==> src/rtl/mp_pkg.sv <==
// Shared types and default sizing for the master-port serial transmitter.
// No logic of its own; all consumers import mp_pkg::*.
// Holds the FSM state type and a constant helper for width selection.
package mp_pkg;

  localparam int DEF_SLV_W  = 2;
  localparam int DEF_ADDR_W = 12;
  localparam int DEF_DATA_W = 8;
  localparam int DEF_ACK_TO = 8;

  typedef enum logic [3:0] {
    IDLE, REQ, SLV, ACKW, SPLIT, ADDR, DATA, RDATA, WAITS, DONE
  } mp_state_t;

  // Largest of three values; used to size shared counters and shifters.
  function automatic int mp_max3(input int a, input int b, input int c);
    int m;
    m = (a > b) ? a : b;
    return (m > c) ? m : c;
  endfunction

endpackage

==> src/rtl/piso_shift.sv <==
// Parallel-load, LSB-first shift register with a count of bits already shifted.
// Latency: loaded bit 0 appears on bit_dat the cycle after load; one bit per shift.
// No backpressure: the owner decides each cycle whether to load, shift or clear.
module piso_shift #(
  parameter int W     = 12,
  parameter int CNT_W = 5
) (
  input  logic             CLK,
  input  logic             RST,
  input  logic             load,
  input  logic             shift,
  input  logic             clr,
  input  logic [W-1:0]     din,
  output logic             bit_dat,
  output logic [CNT_W-1:0] cnt
);

  logic [W-1:0] sreg;

  // bit_dat is itself a flop so the serial output stays registered
  always_ff @(posedge CLK) begin
    if (RST || clr) begin
      sreg    <= '0;
      bit_dat <= 1'b0;
      cnt     <= '0;
    end else if (load) begin
      bit_dat <= din[0];
      sreg    <= din >> 1;
      cnt     <= '0;
    end else if (shift) begin
      bit_dat <= sreg[0];
      sreg    <= sreg >> 1;
      cnt     <= cnt + CNT_W'(1);
    end
  end

endmodule

==> src/rtl/master_port_tx.sv <==
// Bus master port: arbitrates, serialises slave ID/address/data, collects read data.
// Latency: 1 cycle IDLE->REQ, then grant wait, SLV_W+ack+ADDR_W+DATA_W(or read)+ready cycles.
// Stalls in REQ on grant, ACKW on decoder ack, SPLIT on busy slave, RDATA on valid, WAITS on ready.
module master_port_tx
  import mp_pkg::*;
#(
  parameter int SLV_W  = DEF_SLV_W,
  parameter int ADDR_W = DEF_ADDR_W,
  parameter int DATA_W = DEF_DATA_W,
  parameter int ACK_TO = DEF_ACK_TO
) (
  input  logic              CLK,
  input  logic              RST,
  input  logic              M_START,
  input  logic              M_WRITE,
  input  logic [SLV_W-1:0]  M_SLAVE,
  input  logic [ADDR_W-1:0] M_ADDR,
  input  logic [DATA_W-1:0] M_WDATA,
  output logic              M_READY,
  output logic              M_DONE,
  output logic              M_ERR,
  output logic [DATA_W-1:0] M_RDATA,
  output logic              M_BREQ,
  input  logic              M_BGRANT,
  output logic              B_BUS_OUT,
  output logic              B_UTIL,
  output logic              A_ADD,
  output logic              B_MODE,
  input  logic              AD_ACK,
  input  logic              S_SPLIT,
  input  logic              S_READY,
  input  logic              S_RVALID,
  input  logic              B_BUS_IN
);

  localparam int PW    = mp_max3(SLV_W, ADDR_W, DATA_W);
  localparam int CNT_W = $clog2(mp_max3(ADDR_W, DATA_W, ACK_TO)) + 1;
  localparam logic [CNT_W-1:0] SLV_LAST  = CNT_W'(SLV_W - 1);
  localparam logic [CNT_W-1:0] ADDR_LAST = CNT_W'(ADDR_W - 1);
  localparam logic [CNT_W-1:0] DATA_LAST = CNT_W'(DATA_W - 1);
  localparam logic [CNT_W-1:0] ACK_LAST  = CNT_W'(ACK_TO - 1);

  mp_state_t         state;
  logic              wr_q;
  logic [SLV_W-1:0]  slv_q;
  logic [ADDR_W-1:0] addr_q;
  logic [DATA_W-1:0] wdata_q;
  logic [DATA_W-1:0] rsh;
  logic [DATA_W-1:0] rd_next;
  logic [CNT_W-1:0]  cnt;

  logic              sh_load, sh_shift, sh_clr;
  logic [PW-1:0]     sh_din;
  logic [CNT_W-1:0]  sh_cnt;

  assign rd_next = {B_BUS_IN, rsh[DATA_W-1:1]};

  // Steer the serialiser: load on entry to each serial field, shift within it, clear otherwise
  always_comb begin
    sh_load  = 1'b0;
    sh_shift = 1'b0;
    sh_clr   = 1'b0;
    sh_din   = '0;
    case (state)
      REQ:  if (M_BGRANT) begin sh_load = 1'b1; sh_din = PW'(slv_q); end
      SLV:  if (sh_cnt == SLV_LAST) sh_clr = 1'b1; else sh_shift = 1'b1;
      ACKW: if (AD_ACK) begin sh_load = 1'b1; sh_din = PW'(addr_q); end
      ADDR: begin
        if (sh_cnt == ADDR_LAST) begin
          if (wr_q) begin sh_load = 1'b1; sh_din = PW'(wdata_q); end
          else sh_clr = 1'b1;
        end else sh_shift = 1'b1;
      end
      DATA: if (sh_cnt == DATA_LAST) sh_clr = 1'b1; else sh_shift = 1'b1;
      default: sh_clr = 1'b1;
    endcase
  end

  piso_shift #(.W(PW), .CNT_W(CNT_W)) u_piso (
    .CLK     (CLK),
    .RST     (RST),
    .load    (sh_load),
    .shift   (sh_shift),
    .clr     (sh_clr),
    .din     (sh_din),
    .bit_dat (B_BUS_OUT),
    .cnt     (sh_cnt)
  );

  // Transfer FSM; every output is set on the edge that enters the state it belongs to
  always_ff @(posedge CLK) begin
    if (RST) begin
      state   <= IDLE;
      M_READY <= 1'b1;
      M_DONE  <= 1'b0;
      M_ERR   <= 1'b0;
      M_RDATA <= '0;
      M_BREQ  <= 1'b0;
      B_UTIL  <= 1'b0;
      A_ADD   <= 1'b0;
      B_MODE  <= 1'b0;
      wr_q    <= 1'b0;
      slv_q   <= '0;
      addr_q  <= '0;
      wdata_q <= '0;
      rsh     <= '0;
      cnt     <= '0;
    end else begin
      M_DONE <= 1'b0;
      M_ERR  <= 1'b0;
      case (state)
        IDLE: if (M_START) begin
          wr_q    <= M_WRITE;
          slv_q   <= M_SLAVE;
          addr_q  <= M_ADDR;
          wdata_q <= M_WDATA;
          cnt     <= '0;
          M_READY <= 1'b0;
          M_BREQ  <= 1'b1;
          state   <= REQ;
        end
        REQ: if (M_BGRANT) begin
          B_UTIL <= 1'b1;
          A_ADD  <= 1'b1;
          B_MODE <= wr_q;
          state  <= SLV;
        end
        SLV: if (sh_cnt == SLV_LAST) begin
          // A_ADD stays high through ACKW so the decoder keeps its selection
          B_UTIL <= 1'b0;
          cnt    <= '0;
          state  <= ACKW;
        end
        ACKW: begin
          if (AD_ACK) begin
            B_UTIL <= 1'b1;
            A_ADD  <= 1'b0;
            state  <= ADDR;
          end else if (S_SPLIT) begin
            M_BREQ <= 1'b0;
            A_ADD  <= 1'b0;
            state  <= SPLIT;
          end else if (cnt == ACK_LAST) begin
            M_DONE <= 1'b1;
            M_ERR  <= 1'b1;
            M_BREQ <= 1'b0;
            A_ADD  <= 1'b0;
            B_MODE <= 1'b0;
            cnt    <= '0;
            state  <= DONE;
          end else begin
            cnt <= cnt + CNT_W'(1);
          end
        end
        SPLIT: if (!S_SPLIT) begin
          // retry restarts arbitration and resends the whole slave ID
          M_BREQ <= 1'b1;
          B_MODE <= 1'b0;
          state  <= REQ;
        end
        ADDR: if (sh_cnt == ADDR_LAST) begin
          cnt <= '0;
          if (wr_q) begin
            state <= DATA;
          end else begin
            B_UTIL <= 1'b0;
            state  <= RDATA;
          end
        end
        DATA: if (sh_cnt == DATA_LAST) begin
          B_UTIL <= 1'b0;
          state  <= WAITS;
        end
        RDATA: if (S_RVALID) begin
          rsh <= rd_next;
          if (cnt == DATA_LAST) begin
            M_RDATA <= rd_next;
            cnt     <= '0;
            state   <= WAITS;
          end else begin
            cnt <= cnt + CNT_W'(1);
          end
        end
        WAITS: if (S_READY) begin
          M_DONE <= 1'b1;
          M_BREQ <= 1'b0;
          B_MODE <= 1'b0;
          state  <= DONE;
        end
        DONE: begin
          M_READY <= 1'b1;
          state   <= IDLE;
        end
        default: state <= IDLE;
      endcase
    end
  end

endmodule

==> config.mk <==
export PLATFORM = sky130hd
export DESIGN_NAME = master_port_tx
export DESIGN_NICKNAME = d
export VERILOG_FILES = /design/src/rtl/mp_pkg.sv /design/src/rtl/piso_shift.sv /design/src/rtl/master_port_tx.sv
export SDC_FILE = /design/constraint.sdc
export NUM_CORES = 1
export LEC_CHECK = 0
export BUFFER_PORTS_ARGS = -buffer_cell sky130_fd_sc_hd__buf_2
export CORE_UTILIZATION = 40
export CTS_CLUSTER_DIAMETER = 120
export DETAILED_ROUTE_END_ITERATION = 6
export PLACE_DENSITY = 0.71
export SLEW_MARGIN = 0
export SYNTH_ARGS = -nofsm -noshare
export SYNTH_HDL_FRONTEND = slang
export SYNTH_SLANG_ARGS = --single-unit
==> constraint.sdc <==
create_clock -name CLK -period 2.1 [get_ports CLK]
set_input_delay 0.315 -clock CLK [delete_from_list [all_inputs] [get_ports CLK]]
set_output_delay 0.315 -clock CLK [all_outputs]
set_load 0.03 [all_outputs]
==> reports/metrics.yaml, run 1 <==
outcome:
  status: "completed"
floorplanning:
  die_h_um: 93.0
  core_area_mm2: 0.00789
  dieArea_mm2: 0.00865
  start_util_pct: 42.0
  rows: 32
  fp.dieW_um: 93.0
  io_pins: 48
worst_setup_path:
  critical_path_arrival_ns: 2.25
  crit_buf_inv: 1
  start_kind: "flop"
  cp_cell_sequence: "ha_2 > nor4bb_4 > buf_4 > a211o_1 > nand4_4 > or3_1 > o211ai_1"
  endpoint_kind: "flop"
  critPathTopFamily: "simple AND/OR/NAND/NOR gates"
  required_ns: 2.37
  slowest_delay_ns: 0.38
  slowest_stage: "dfxtp_1"
  startpoint: "cnt[0]"
  timing.rr.start: "cnt[0]"
  setup.worst_path.class: "flop to flop"
  cp_max_fo: 8
timing:
  grt_setup_unrepaired: "no"
  hold_viol: 0
  slew_viol_final: 0
  max-slew-margin-rel_pct: 65.6
  finalSetupViolations: 0
  fin_crit_sh_pct: 94.0
  tns_ns: 0
  finalClockSkew_ns: 0.0140
  tightest_slew_ns: 0.515
  post-route-min-period_ns: 1.97
  fmax_mhz: 506
clock_network:
  htreeDepth: 3
  cts.sinks: 71
  clk_path_buf_depth: 2
  post_cts_resized: 0
  cts_tree: "yes"
  clock_latency_ns: 0.36
  clk_pin_slew_ns: 0.08
  postCtsSetupBuffers: 0
  ctsHoldBuffers: 0
  cts_root_buf: "clkbuf_8"
  numCtsBuffers: 9
place:
  dp_hpwl_um: 5470
  globalplace.congestion: 0.865
  placed_cell_area_mm2: 0.00367
  portBuffers: 47
logic_synthesis:
  ys_async_sr_fraction_pct: 0
  synth_cells: 382
  yosysMostFrequentCell: "dfxtp_1"
  synthesis.area_mm2: 0.00331
  synth_top_area_cell: "dfxtp_1"
  ys_types: 63
  synth_area_leaders: "dfxtp_1 43%, mux2i_1 7.9%, nand2_1 6.5%"
  synth_common_cells: "71 x dfxtp_1, 57 x nand2_1, 36 x a21oi_1"
  yosysWarnings: 0
  synth_edf_count: 0
  synth_top_area_share_pct: 42.9
  synth.yosys.seq_area_share_pct: 42.9
  synth_flop_cell: "dfxtp_1"
  syn_area_per_cell_um2: 8.67
  synthesis.nets: 417
  yosys_register_bits: 71
drt:
  vias_per_cell: 5.45
  drt_iter0_drc: 233
  wl_um: 7560
  ant_nets: 0
  drtPass1Iterations: 4
  routedWlPerCell_um: 14.0
  vias: 2945
  drcViolationCount: 0
final_layout:
  syn_to_final_growth_pct: 18.9
  layout.nets: 468
  nFillCells: 731
  diodes: 0
  layout-drive-gt1-share_pct: 21.7
  fin_area_mm2: 0.00394
power_and_ir_drop:
  p_switching_mw: 1.75
  total_power_mw: 4.73
  p_sw_share_pct: 37.0
  internal_power_mw: 2.98
  seq_power_share_pct: 34.4
  p_clk_share_pct: 28.4
  peakVddDrop_mv: 0.556
  pwr-share-comb_pct: 37.2
  cellPowerDensity_mw_per_mm2: 1200
  cellLeakagePower_nw: 1.59
global_routing:
  grt_max_degree: 24
  first_global_vias: 2704
  gr-total-overflow: 0
  track_usage_pct: 18.4
  antenna_found_initial: 0
  grt_pass1_wl_um: 12700
worst_hold_path:
  min_path_type: "primary input to flop"
  hp-start: "M_WDATA[3]"
flow_run:
  drv_cap: 0
[cell usage in the layout, fill, tap and decap left out, drive strengths merged, types with 3 or more instances in the layout]
master | synthesis | routed
a21oi | 36 | 36
a221oi | 3 | 3
a22oi | 9 | 9
a31oi | 3 | 3
a32oi | 3 | 3
and3 | 3 | 3
buf | 14 | 66
bufinv | 0 | 3
clkbuf | 12 | 10
dfxtp | 71 | 71
ha | 3 | 3
inv | 11 | 13
mux2i | 26 | 26
nand2 | 58 | 58
nand2b | 7 | 7
nand3 | 13 | 13
nor2 | 33 | 33
nor2b | 4 | 4
nor3 | 5 | 5
o211ai | 4 | 4
o21ai | 8 | 8
o22ai | 11 | 11
o41ai | 3 | 3
xnor2 | 4 | 4
[cell type report]
type | count | area [µm²] | area share (%)
Clock inverter | 6 | 115 | 2.92
Multi-Input combinational cell | 274 | 1730 | 43.9
Timing Repair Buffer | 66 | 378 | 9.59
Tap cell | 102 | 128 | 3.24
Sequential cell | 71 | 1420 | 36.1
Inverter | 11 | 41.3 | 1.05
Clock buffer | 10 | 128 | 3.24
[worst paths after layout]
kind	to	slack [ns]	cells after the start
setup / recovery	state[1]	0.13	7
hold / removal	wdata_q[3]	0.18	3
setup reg to reg	state[1]	0.13	7
hold reg to reg	slv_q[1]	0.46	2
[per-layer routing]
metal	vias to the layer above	part of all wire [%]	GRT usage, %
li1	1467	-	-
met1	1368	47	24.4
met2	94	45	28.7
met3	16	6.0	3.82
met4	0	2.4	8.46
met5	-	0	0
[worst register-to-register path, delay by kind of cell, from the launching register on]
family / cells / cell delay, ns
buffers and inverters: 1 / 0.19
AOI/OAI and AO/OA: 2 / 0.27
DFF: 1 / 0.38
adders and majority gates: 1 / 0.22
and+or+nand+nor: 3 / 0.82
[sequential cells by signal, summed over array words and instances (netlist names), 2 cells and up]
register and count:
u_piso.cnt 5, wdata_q 8, rsh 7, M_RDATA 8
state 4, slv_q 2, addr_q 12, u_piso.sreg 11
cnt 5
[power by group through the flow]
| stage | combinational (mW) | clock (mW) | sequential (mW) |
|---|---|---|---|
| floorplan | 1.33 | 0 | 1.65 |
| global placement | 1.69 | 0 | 1.65 |
| detailed placement | 1.71 | 0 | 1.66 |
| CTS | 1.72 | 1.35 | 1.62 |
| global route | 1.93 | 1.41 | 1.65 |
| finish | 1.76 | 1.34 | 1.63 |
[per-stage QoR]
step,setup slack [ns],utilization (%),std cells,hold slack [ns]
2_1_floorplan,0.263,-,382,0.436
3_3_place_gp,0.166,46.5,524,0.443
3_5_place_dp,0.0940,46.5,524,0.449
4_1_cts,0.0573,49.6,540,0.173
5_1_grt,0.00265,49.9,540,0.186
6_report,0.125,49.9,540,0.182
[cell families (layout without fill, tap and decap cells)]
family | after synthesis | in the layout | synth area share, %
compound gates | 98 | 98 | 20.0
xor+xnor | 4 | 4 | 1.06
fa+ha+maj | 3 | 3 | 1.13
buf+inv | 37 | 93 | 5.85
flops | 71 | 71 | 42.9
mux | 26 | 26 | 7.85
simple gates | 143 | 143 | 21.2
Power figures use the tool's default switching activity.
==> run 2, diff against run 1 <==
==> constraint.sdc (replaced) <==
create_clock -name CLK -period 2.1 [get_ports CLK]
set_input_delay 0.42 -clock CLK [delete_from_list [all_inputs] [get_ports CLK]]
set_output_delay 0.42 -clock CLK [all_outputs]
set_load 0.03 [all_outputs]
==> reports/metrics.yaml, run 2 (synthesized netlist as in run 1, its figures left out) <==
final_layout:
  final_common_cell: "dfxtp_1"
  fin_util_pct: 50.1
  final_cell_mix: "70 x dfxtp_1, 57 x nand2_1, 47 x buf_2"
  nFillCells: 737
  diodes: 0
  layout-drive-gt1-share_pct: 21.9
  syn_to_final_growth_pct: 19.2
  reg.largest.list: "addr_q (12), u_piso.sreg (11)"
  largest_register_ff_count: 12
  layout.nets: 469
  max_flop_register: "addr_q"
drt:
  drcViolationCount: 0
  wl_um: 7670
  ant_nets: 0
  routedWlPerCell_um: 14.2
  vias_per_cell: 5.34
  drtPass1Iterations: 4
  drt_iter0_drc: 179
  vias: 2885
floorplanning:
  dieArea_mm2: 0.00865
  fp.dieW_um: 93.0
  die_h_um: 93.0
  core_area_mm2: 0.00789
  rows: 32
  io_pins: 48
  start_util_pct: 42.0
timing:
  max-slew-margin-rel_pct: 64.5
  fin_crit_sh_pct: 92.3
  post-route-min-period_ns: 1.94
  hold_viol: 0
  tightest_slew_ns: 0.532
  grt_setup_unrepaired: "no"
  slew_viol_final: 0
  fmax_mhz: 516
  tns_ns: 0
  finalClockSkew_ns: 0.0122
  finalSetupViolations: 0
clock_network:
  clk_pin_slew_ns: 0.07
  clk_path_buf_depth: 2
  cts_tree: "yes"
  clock_latency_ns: 0.35
  numCtsBuffers: 9
  cts_root_buf: "clkbuf_8"
  htreeDepth: 3
  cts.sinks: 71
worst_setup_path:
  startpoint: "state[2]"
  endpoint_kind: "flop"
  setup.worst_path.class: "flop to flop"
  critical_path_arrival_ns: 2.20
  timing.rr.start: "state[2]"
  start_kind: "flop"
  cp_max_fo: 9
  required_ns: 2.36
global_routing:
  antenna_found_initial: 0
  grt_max_degree: 24
  first_global_vias: 2737
  track_usage_pct: 18.8
  gr-total-overflow: 0
  grt_pass1_wl_um: 12900
place:
  portBuffers: 47
  dp_hpwl_um: 5440
  globalplace.congestion: 0.868
flow_run:
  drv_cap: 0
power_and_ir_drop:
  peakVddDrop_mv: 0.557
  cellPowerDensity_mw_per_mm2: 1190
  cellLeakagePower_nw: 1.61
worst_hold_path:
  min_path_type: "primary input to flop"
  hp-start: "M_WDATA[3]"
outcome:
  status: "completed"
[run 2: final timing paths]
check                                  end  slack, ns  depth (start not counted)
worst max-delay path              state[1]       0.16                          6
worst min-delay path            wdata_q[3]       0.31                          3
worst max register to register    state[1]       0.16                          6
worst min register to register  wdata_q[2]       0.45                          2
[run 2: stage by stage]
step	setup slack [ns]	cells	hold WS [ns]	power, mW	area, µm²
detailed placement	0.128	525	0.448	3.37	3670
global placement	0.207	525	0.444	3.34	3670
floorplan	0.263	382	0.436	2.99	3310
global route	0.00558	540	0.301	5.00	3950
finish	0.161	540	0.308	4.71	3950
CTS	0.0996	540	0.288	4.67	3910
[run 2: metal layers]
| layer | vias to the layer above | track usage, % | share of wire [%] |
|---|---|---|---|
| met1 | 1324 | 24.7 | 47 |
| met5 | - | 0 | 0 |
| li1 | 1468 | - | - |
| met3 | 11 | 4.15 | 4.8 |
| met2 | 82 | 30.1 | 46 |
| met4 | 0 | 7.18 | 1.4 |
[run 2: what timing repair did]
| action | 4_1_cts | 5_1_grt |
|---|---|---|
| hold endpoints to repair | 0 | 0 |
| endpoints found under the setup margin | 0 | 7 |
| hold buffers | 0 | 0 |
| gates resized for setup | 0 | 7 |
| setup buffers | 0 | 0 |
[run 2: where the power goes]
part	switching [mW]	total (mW)	internal, mW
clock network	0.507	1.29	0.787
logic	1.09	1.79	0.699
registers	0.124	1.63	1.50
total	1.72	4.71	2.99
[run 2: final cells by class]
| cell class | instances | area [µm²] | share of cell area (%) |
|---|---|---|---|
| inverters | 11 | 41.3 | 1.05 |
| clock inverters | 5 | 108 | 2.72 |
| repair buffers | 67 | 385 | 9.76 |
| multi-input cells | 274 | 1740 | 44.0 |
| clock buffers | 10 | 128 | 3.23 |
| well taps | 102 | 128 | 3.23 |
| flip-flops and latches | 71 | 1420 | 36.0 |
[run 2: critical path, cell delays in order (launching register included)]
cell	delay, ns
dfxtp_1	0.39
buf_4	0.19
and2b_1	0.18
a32oi_1	0.41
nand4_4	0.20
or3_1	0.39
o211ai_1	0.10
